`src/rtl/dsm2_stim_echip65_if.sv`:
```
// rtl/dsm2_stim_echip65_if.sv - sample handshake bundle feeding the delta-sigma stimulus modulator
//
// Ports (signals):
//   sample_in     signed input sample, DATA_WIDTH bits (producer -> modulator)
//   sample_valid  sample_in carries a sample (producer -> modulator)
//   sample_ready  modulator takes sample_in this cycle (modulator -> producer)
// Modports: master = sample producer, slave = modulator.
interface dsm2_stim_echip65_if #(
    parameter int DATA_WIDTH = 12
);
    logic signed [DATA_WIDTH-1:0] sample_in;
    logic                         sample_valid;
    logic                         sample_ready;

    modport master (
        output sample_in,
        output sample_valid,
        input  sample_ready
    );

    modport slave (
        input  sample_in,
        input  sample_valid,
        output sample_ready
    );
endinterface

```
`src/rtl/dsm2_stim_echip65.sv`:
```
// rtl/dsm2_stim_echip65.sv - second-order digital delta-sigma modulator producing a 1-bit stimulus stream
//
// Ports:
//   clk            modulator clock, one output bit per enabled cycle
//   reset          synchronous, active-high; dominates enable and the handshake
//   enable         advance the modulator; when low every register holds
//   smp            sample handshake (slave): sample_in / sample_valid / sample_ready
//   bitstream_out  registered modulator bit (drives the filter-row input)
//   frame_start    one-cycle pulse on the first bit computed from a newly loaded slot
//   overflow       sticky: an integrator clamped
//   underrun       sticky: a sample slot opened without a valid sample
module dsm2_stim_echip65 #(
    parameter int DATA_WIDTH = 12,
    parameter int OSR        = 64,
    parameter int ACC_WIDTH  = DATA_WIDTH + 4
) (
    input  logic                 clk,
    input  logic                 reset,
    input  logic                 enable,
    dsm2_stim_echip65_if.slave   smp,
    output logic                 bitstream_out,
    output logic                 frame_start,
    output logic                 overflow,
    output logic                 underrun
);
    localparam int CNT_W = (OSR > 2) ? $clog2(OSR) : 1;
    localparam int SUM_W = ACC_WIDTH + 2;

    localparam logic [CNT_W-1:0]        CNT_LAST = CNT_W'(OSR - 1);
    localparam logic signed [SUM_W-1:0] FS       = SUM_W'(1 << (DATA_WIDTH - 1));
    localparam logic signed [SUM_W-1:0] ACC_MAX  = SUM_W'((1 << (ACC_WIDTH - 1)) - 1);
    // Bitwise complement of the positive limit is exactly the negative limit.
    localparam logic signed [SUM_W-1:0] ACC_MIN  = ~ACC_MAX;

    logic [CNT_W-1:0]              cnt;
    logic signed [DATA_WIDTH-1:0]  x_hold;
    logic signed [ACC_WIDTH-1:0]   i1;
    logic signed [ACC_WIDTH-1:0]   i2;
    logic                          y;

    logic                          slot_open;
    logic                          accept;
    logic signed [DATA_WIDTH-1:0]  x_eff;
    logic signed [SUM_W-1:0]       fb;
    logic signed [SUM_W-1:0]       sum1;
    logic signed [SUM_W-1:0]       sum2;
    logic signed [ACC_WIDTH-1:0]   i1_next;
    logic signed [ACC_WIDTH-1:0]   i2_next;
    logic                          sat1;
    logic                          sat2;

    assign slot_open        = enable & (cnt == CNT_LAST);
    assign smp.sample_ready = slot_open & ~reset;
    assign accept           = smp.sample_ready & smp.sample_valid;
    assign bitstream_out    = y;

    always_comb begin
        // A sample accepted this cycle already drives the update at this edge,
        // so the new slot's first output bit appears together with frame_start.
        x_eff   = accept ? smp.sample_in : x_hold;
        fb      = y ? FS : -FS;

        sum1    = {{2{i1[ACC_WIDTH-1]}}, i1}
                + {{(SUM_W-DATA_WIDTH){x_eff[DATA_WIDTH-1]}}, x_eff}
                - fb;
        sat1    = 1'b0;
        i1_next = sum1[ACC_WIDTH-1:0];
        if (sum1 > ACC_MAX) begin
            i1_next = ACC_MAX[ACC_WIDTH-1:0];
            sat1    = 1'b1;
        end else if (sum1 < ACC_MIN) begin
            i1_next = ACC_MIN[ACC_WIDTH-1:0];
            sat1    = 1'b1;
        end

        // Second integrator consumes the freshly clamped first integrator.
        sum2    = {{2{i2[ACC_WIDTH-1]}}, i2}
                + {{2{i1_next[ACC_WIDTH-1]}}, i1_next}
                - fb;
        sat2    = 1'b0;
        i2_next = sum2[ACC_WIDTH-1:0];
        if (sum2 > ACC_MAX) begin
            i2_next = ACC_MAX[ACC_WIDTH-1:0];
            sat2    = 1'b1;
        end else if (sum2 < ACC_MIN) begin
            i2_next = ACC_MIN[ACC_WIDTH-1:0];
            sat2    = 1'b1;
        end
    end

    always_ff @(posedge clk) begin
        if (reset) begin
            cnt         <= '0;
            x_hold      <= '0;
            i1          <= '0;
            i2          <= '0;
            y           <= 1'b0;
            frame_start <= 1'b0;
            overflow    <= 1'b0;
            underrun    <= 1'b0;
        end else if (enable) begin
            cnt         <= (cnt == CNT_LAST) ? '0 : cnt + 1'b1;
            if (accept) begin
                x_hold <= smp.sample_in;
            end
            i1          <= i1_next;
            i2          <= i2_next;
            y           <= ~i2_next[ACC_WIDTH-1];
            frame_start <= slot_open;
            if (sat1 | sat2) begin
                overflow <= 1'b1;
            end
            if (smp.sample_ready & ~smp.sample_valid) begin
                underrun <= 1'b1;
            end
        end else begin
            frame_start <= 1'b0;
        end
    end
endmodule

```
`src/flat_wrapper.sv`:
```
// flat-port wrapper written by rule: the top's interface ports become plain ports
module dsm2_stim_echip65_flat 
#(
    parameter int DATA_WIDTH = 12,
    parameter int OSR        = 64,
    parameter int ACC_WIDTH  = DATA_WIDTH + 4
)
  (clk, reset, enable, bitstream_out, frame_start, overflow, underrun, smp_sample_in, smp_sample_valid, smp_sample_ready);
  dsm2_stim_echip65_if #(.DATA_WIDTH(DATA_WIDTH)) smp_i ();
  input  logic clk;
  input  logic reset;
  input  logic enable;
  output logic bitstream_out;
  output logic frame_start;
  output logic overflow;
  output logic underrun;
  input wire logic [$bits(smp_i.sample_in)-1:0] smp_sample_in;
  input wire logic [$bits(smp_i.sample_valid)-1:0] smp_sample_valid;
  output wire logic [$bits(smp_i.sample_ready)-1:0] smp_sample_ready;
  assign smp_i.sample_in = smp_sample_in;
  assign smp_i.sample_valid = smp_sample_valid;
  assign smp_sample_ready = smp_i.sample_ready;
  dsm2_stim_echip65 #(.DATA_WIDTH(DATA_WIDTH), .OSR(OSR), .ACC_WIDTH(ACC_WIDTH)) u_core (.clk(clk), .reset(reset), .enable(enable), .smp(smp_i), .bitstream_out(bitstream_out), .frame_start(frame_start), .overflow(overflow), .underrun(underrun));
endmodule
```
`config.mk`:
```
export PLATFORM = sky130hd
export DESIGN_NAME = dsm2_stim_echip65_flat
export DESIGN_NICKNAME = d
export VERILOG_FILES = /design/src/rtl/dsm2_stim_echip65_if.sv /design/src/rtl/dsm2_stim_echip65.sv /design/src/flat_wrapper.sv
export SDC_FILE = /design/constraint.sdc
export NUM_CORES = 1
export LEC_CHECK = 0
export ABC_AREA = 1
export CELL_PAD_IN_SITES_DETAIL_PLACEMENT = 1
export CELL_PAD_IN_SITES_GLOBAL_PLACEMENT = 1
export CORE_AREA = 2 2 105 107
export DETAILED_ROUTE_END_ITERATION = 10
export DIE_AREA = 0 0 107 109
export HOLD_SLACK_MARGIN = 0.08
export PLACE_DENSITY_LB_ADDON = 0.1
export SYNTH_ARGS = -nofsm -noshare
export SYNTH_HDL_FRONTEND = slang
export SYNTH_SLANG_ARGS = --single-unit
```
`constraint.sdc`:
```
create_clock -name clk -period 8.3 [get_ports clk]
set_input_delay 0.83 -clock clk [delete_from_list [all_inputs] [get_ports clk]]
set_output_delay 0.83 -clock clk [all_outputs]
set_load 0.005 [all_outputs]
```
==> results of run 1 <==
## cell families after synthesis
| logic type | synth area share, % |
|---|---|
| AND/OR/NAND/NOR | 23.6 |
| AO/OA/AOI/OAI | 17.7 |
| adder cells (fa/ha/maj) | 15.5 |
| buffers and inverters | 11.0 |
| XOR/XNOR | 6.11 |
| flip-flops | 26.0 |
## critical path: cells and delay by family
kind	cells	cell delay, ns
buffers and inverters	8	1.14
xor gates and xnor gates	1	0.15
AOI/OAI and AO/OA	10	1.35
and+or+nand+nor	31	2.85
adders and majority gates	5	1.55
## routing by layer
layer / routed length (um) / up-vias / global-route usage [%]
li1: - / 2001 / -
met1: 5600 / 1757 / 26.7
met2: 5120 / 27 / 33.9
met3: 205 / 11 / 2.51
met4: 165 / 0 / 5.10
met5: 0 / - / 0
## registers in the layout, summed over array words and instances, names as in the netlist
name / cells
u_core.underrun: 1
u_core.i2: 16
u_core.x_hold: 12
u_core.frame_start: 1
u_core.bitstream_out: 1
u_core.i1: 16
u_core.overflow: 1
u_core.cnt: 6
## repair_timing
action | CTS | global route
setup buffers | 0 | 10
resized for setup | 4 | 45
endpoints found under the setup margin | 16 | 18
cloned | 0 | 0
pin swaps | 0 | 14
## how the worst max path moves through the flow
stage / cells after the start / start / end
6_report: 55 / enable / u_core.i2[14]
5_1_grt: 58 / u_core.cnt[0] / u_core.i2[12]
4_1_cts: 53 / enable / u_core.i2[11]
3_5_place_dp: 54 / enable / u_core.i2[5]
3_3_place_gp: 54 / enable / u_core.i2[1]
2_1_floorplan: 53 / enable / u_core.i2[10]
## final cells by class
class                           count  area [sq um]  share of cell area [%]
Multi-Input combinational cell    430          2740                    55.1
Sequential cell                    54          1080                    21.8
Timing Repair Buffer               53           485                    9.77
Inverter                           97           369                    7.43
Tap cell                          140           175                    3.53
Clock buffer                        5          68.8                    1.39
Clock inverter                      3          47.5                   0.957
## cell usage in the layout (no fill, tap or decap), types with 3 or more instances in the layout
master / netlist / layout
a21oi_1: 51 / 43
a21oi_2: 2 / 10
buf_12: 0 / 3
buf_4: 2 / 30
clkbuf_8: 0 / 5
clkdlybuf4s50_1: 0 / 20
dfxtp_1: 54 / 52
ha_1: 45 / 41
inv_1: 95 / 92
inv_2: 2 / 4
inv_6: 0 / 3
nand2_1: 105 / 103
nand2_2: 10 / 12
nand3_1: 20 / 20
nand3_2: 3 / 3
nor2_1: 60 / 59
nor3_1: 10 / 7
nor3_2: 2 / 4
o21ai_0: 37 / 25
o21ai_1: 18 / 23
o21ai_2: 10 / 17
xnor2_1: 11 / 11
xor2_1: 18 / 18
## metrics by stage
step           worst slack, ns  hold WS, ns  area [sq um]  setup TNS, ns  util (%)
2_1_floorplan            0.400        0.456          4160              0         -
3_3_place_gp            -0.163        0.451          4650          -2.42      43.9
3_5_place_dp            -0.528        0.458          4650          -8.73      43.9
4_1_cts                 0.0253        0.480          4780              0      45.1
5_1_grt                -0.0925        0.513          4970          -1.19      46.9
6_report                 0.603        0.476          4970              0      46.9
==> metrics, run 1 <==
status finished, final reports clean; FF-to-FF End u_core.i2[14]; drt first pass iters 4; crit path max fanout 21; IO Count 21; Netlist cell types between 40 and 50; # DRC 0; via count between 3k and 4k; cell with the most instances after synthesis nand2_1; CP Launch Type primary input; worst path required time 8.53 ns; critical path class primary input to flop; Post-synth top flop dfxtp_1; sequential area share after synthesis between 20% and 30%; commonest cells in the netlist nand2_1, inv_1, nor2_1, dfxtp_1, a21oi_1; Worst Tran Pin Value roughly 0.75 ns; Post-Place Cells 764; Die Y between 100 and 150 um; WL/cell around 14 um; # H-tree levels 2; pin count of the biggest net entering global routing 39; max cap viols 0; core area 10600 sq um; Starting Density about two fifths; detailed placement HPWL a little over 8000 um; Finished Layout Cells 782; final WL roughly 11000 um; ranking of synthesized cells by area dfxtp_1, ha_1, nand2_1; critical path's slowest cell clkdlybuf4s50_1; Worst EP arrival about 8 ns; HP Start u_core.overflow; vias per std cell about 4.9; WHS Endpoint u_core.overflow; die width between 100 and 150 um; cells after synthesis 598; Hold Path Class flop to flop; worst skew pair latency 0.32 ns; post-synth top area cell dfxtp_1; Setup violations, final 0; cts bufs inserted 5; area grow syn2layout 19.5%; Synthesis Warnings 0; layout cell share with drive strength beyond 1 17.1%; die area between 10000 and 15000 sq um; port buffer count 20; Seq cells post-synth 54; grt total ovfl 0; filler cell count 1365; GR Util All Layers between 10% and 20%; # diodes 0; fin. max-slew vios 0; row count 38; Antenna Nets Post-Route 0; Worst Skew 0.00822 ns; path depth of the worst reg2reg path 57; cts hold-fix bufs 0; syn avg cell area 6.95 sq um; clock net sink count 54; r2r startpoint u_core.cnt[0]; CP most frequent cell nand2_1; Period minus WS final 7.70 ns; Worst Hold Depth 2; Post-synth EDFFs 0; clock buffer depth 2; first-pass GRT wire length 18600 um; initial antenna violation count 0; gpl congestion between 0.8 and 0.9; Hold Vio Cnt, Final 0; NumNets Final 706; 1st-iter DRT viols between 90 and 100; FF-to-FF setup slack between 0.6 and 0.7 ns; CP max stage delay between 0.4 and 0.5 ns; Worst slew margin approximately 50%; async set-reset flop share out of synthesis 0%; clk slew on worst S/H paths between 0.1 and 0.15 ns; area fraction of the dominant cell type after synthesis 26.0%; vias in the first global route 3903; CTS tree built; crit share post-route roughly 93%; CTS Root Cell clkbuf_8; Worst Setup End Kind flop; Post-Syn Area a little over 4000 sq um; Syn Nets 663; Fmax about 130 MHz
Power of run 1 is not shown: default switching activity piles up to over one toggle a cycle in this logic, so the estimate is an artifact.
==> inputs of run 2 (changes only) <==
CORE_AREA = 2 2 76 150   (was 2 2 105 107)
DIE_AREA = 0 0 78 152   (was 0 0 107 109)
clock period = 9.9 ns   (was 8.3 ns; I/O delays follow)
==> run 2 against run 1 <==
  * Cell count is 3.3% lower
  * First-iteration DRC count decreased by 13%
  * Clock-buffer cell count rose by 1
  * Die area rose by 1.7%
  * Sequential share of layout area rose by 1.2 points
  * Global-route usage increased by 0.89 points
  * Via count increased by 1.6%
  * Wire length rose by 7.3%
  * Non-clock buffer count decreased by 26
  * Worst hold slack got worse by 0.011 ns
  * Design area down 5.4%
  * Critical endpoint is now u_core.overflow
  * Largest cell class unchanged
  * Highest routed layer unchanged
==> metrics, run 2 (synthesis results as in run 1) <==
Worst Skew between 0.006 and 0.007 ns; filler cell count between 1k and 1.5k; unrepaired setup endpoints after global routing false; die area around 12000 sq um; worst skew pair latency 0.30 ns; setup TNS 0 ns; Antenna Nets Post-Route 0; Starting Density about 38%; fin area 4700 sq um; first-pass GRT wire length around 20000 um; die width roughly 80 um; # diodes 0; clk slew on worst S/H paths about 0.070 ns; Worst Hold Depth 2; Hold Path Class flop to flop; Storage cell area ~1100 sq um; Die Y between 150 and 200 um; fin worst setup slack between 0.8 and 0.9 ns; CTS tree built; area grow syn2layout 13.0%; Fmax roughly 110 MHz; port buffer count 20; layout cell share with drive strength beyond 1 about 9%; area occupied by multi-input gates roughly 2600 sq um; initial antenna violation count 0; drt first pass iters 4; IO Count 21; pin count of the biggest net entering global routing 39; cts hold-fix bufs 0; CP most frequent cell nand2_1; critical path class primary input to flop; worst path required time between 10 and 15 ns; Worst EP arrival slightly above 9 ns; detailed placement HPWL 9440 um; Hold Vio Cnt, Final 0; Worst Setup End Kind flop; Placed Instance Area 4480 sq um; via count around 3.9k; Worst Tran Pin Value 0.730 ns; crit path max fanout 16; CP Launch Type primary input; critical path's slowest cell clkdlybuf4s50_1; commonest non-fill, non-tap cells in the layout nand2_1, inv_1, nor2_1; row count 54; cts bufs inserted 5; CTS Root Cell clkbuf_16; clock net sink count between 50 and 60; gpl congestion around 0.86; 1st-iter DRT viols slightly below 80; grt total ovfl 0; most common cell after layout, fill and taps aside nand2_1; Setup violations, final 0; # DRC 0; final WL 11900 um; fin. max-slew vios 0; CP max stage delay ~0.48 ns; Worst slew margin about half; NumNets Final 680; path depth of the worst reg2reg path 56; GR Util All Layers a little over 20%; clock buffer depth 2; vias per std cell roughly 5.1; WL/cell 15.7 um; fin util 43.5%; status finished, final reports clean; # H-tree levels 2; vias in the first global route about 4.1k; Regs by FF count u_core.i1 x16, u_core.i2 x16, u_core.x_hold x12; Placement Setup Slack between 0.07 and 0.08 ns; max cap viols 0; core area 10800 sq um; Period minus WS final around 9 ns; crit share post-route 91.4%
==> run 2: per-stage QoR <==
| step | cells | hold slack [ns] |
|---|---|---|
| after global routing | 756 | 0.489 |
| after detailed placement | 746 | 0.460 |
| after floorplan | 598 | 0.456 |
| after global placement | 746 | 0.451 |
| final | 756 | 0.465 |
| after CTS | 754 | 0.471 |
==> run 2: layout make-up <==
class	instances	share of cell area, %
multi-input combinational	430	56.3
sequential	54	23.0
inverter	97	7.75
timing repair buffer	27	5.65
tap	140	3.73
clock buffer	6	2.74
clock inverter	2	0.799
==> run 2: path summary, 6_finish.rpt <==
check | start | end | slack (ns)
max | enable | u_core.overflow | 0.85
min | u_core.overflow | u_core.overflow | 0.46
max reg2reg | u_core.cnt[1] | u_core.overflow | 1.24
min reg2reg | u_core.overflow | u_core.overflow | 0.46
==> run 2: timing repair <==
action                     in CTS  in global routing
setup endpoints to repair       0                 16
buffers inserted                0                  2
resized for setup               0                  6
==> run 2: worst max-delay path: cells and delay by family <==
family	cells	cell delay [ns]
buffers and inverters	9	1.16
adder cells (fa/ha/maj)	6	1.87
AND/OR/NAND/NOR	28	3.03
AO/OA/AOI/OAI	11	2.14
==> run 2: layer usage <==
layer | GRT usage [%] | part of all wire (%) | vias to the layer above
met5 | 0 | 0 | -
met4 | 10.2 | 4.4 | 0
met3 | 1.60 | 1.4 | 23
met2 | 42.6 | 58 | 41
met1 | 19.5 | 37 | 1845
li1 | - | - | 1949
Power of run 2 is left out for the same reason.
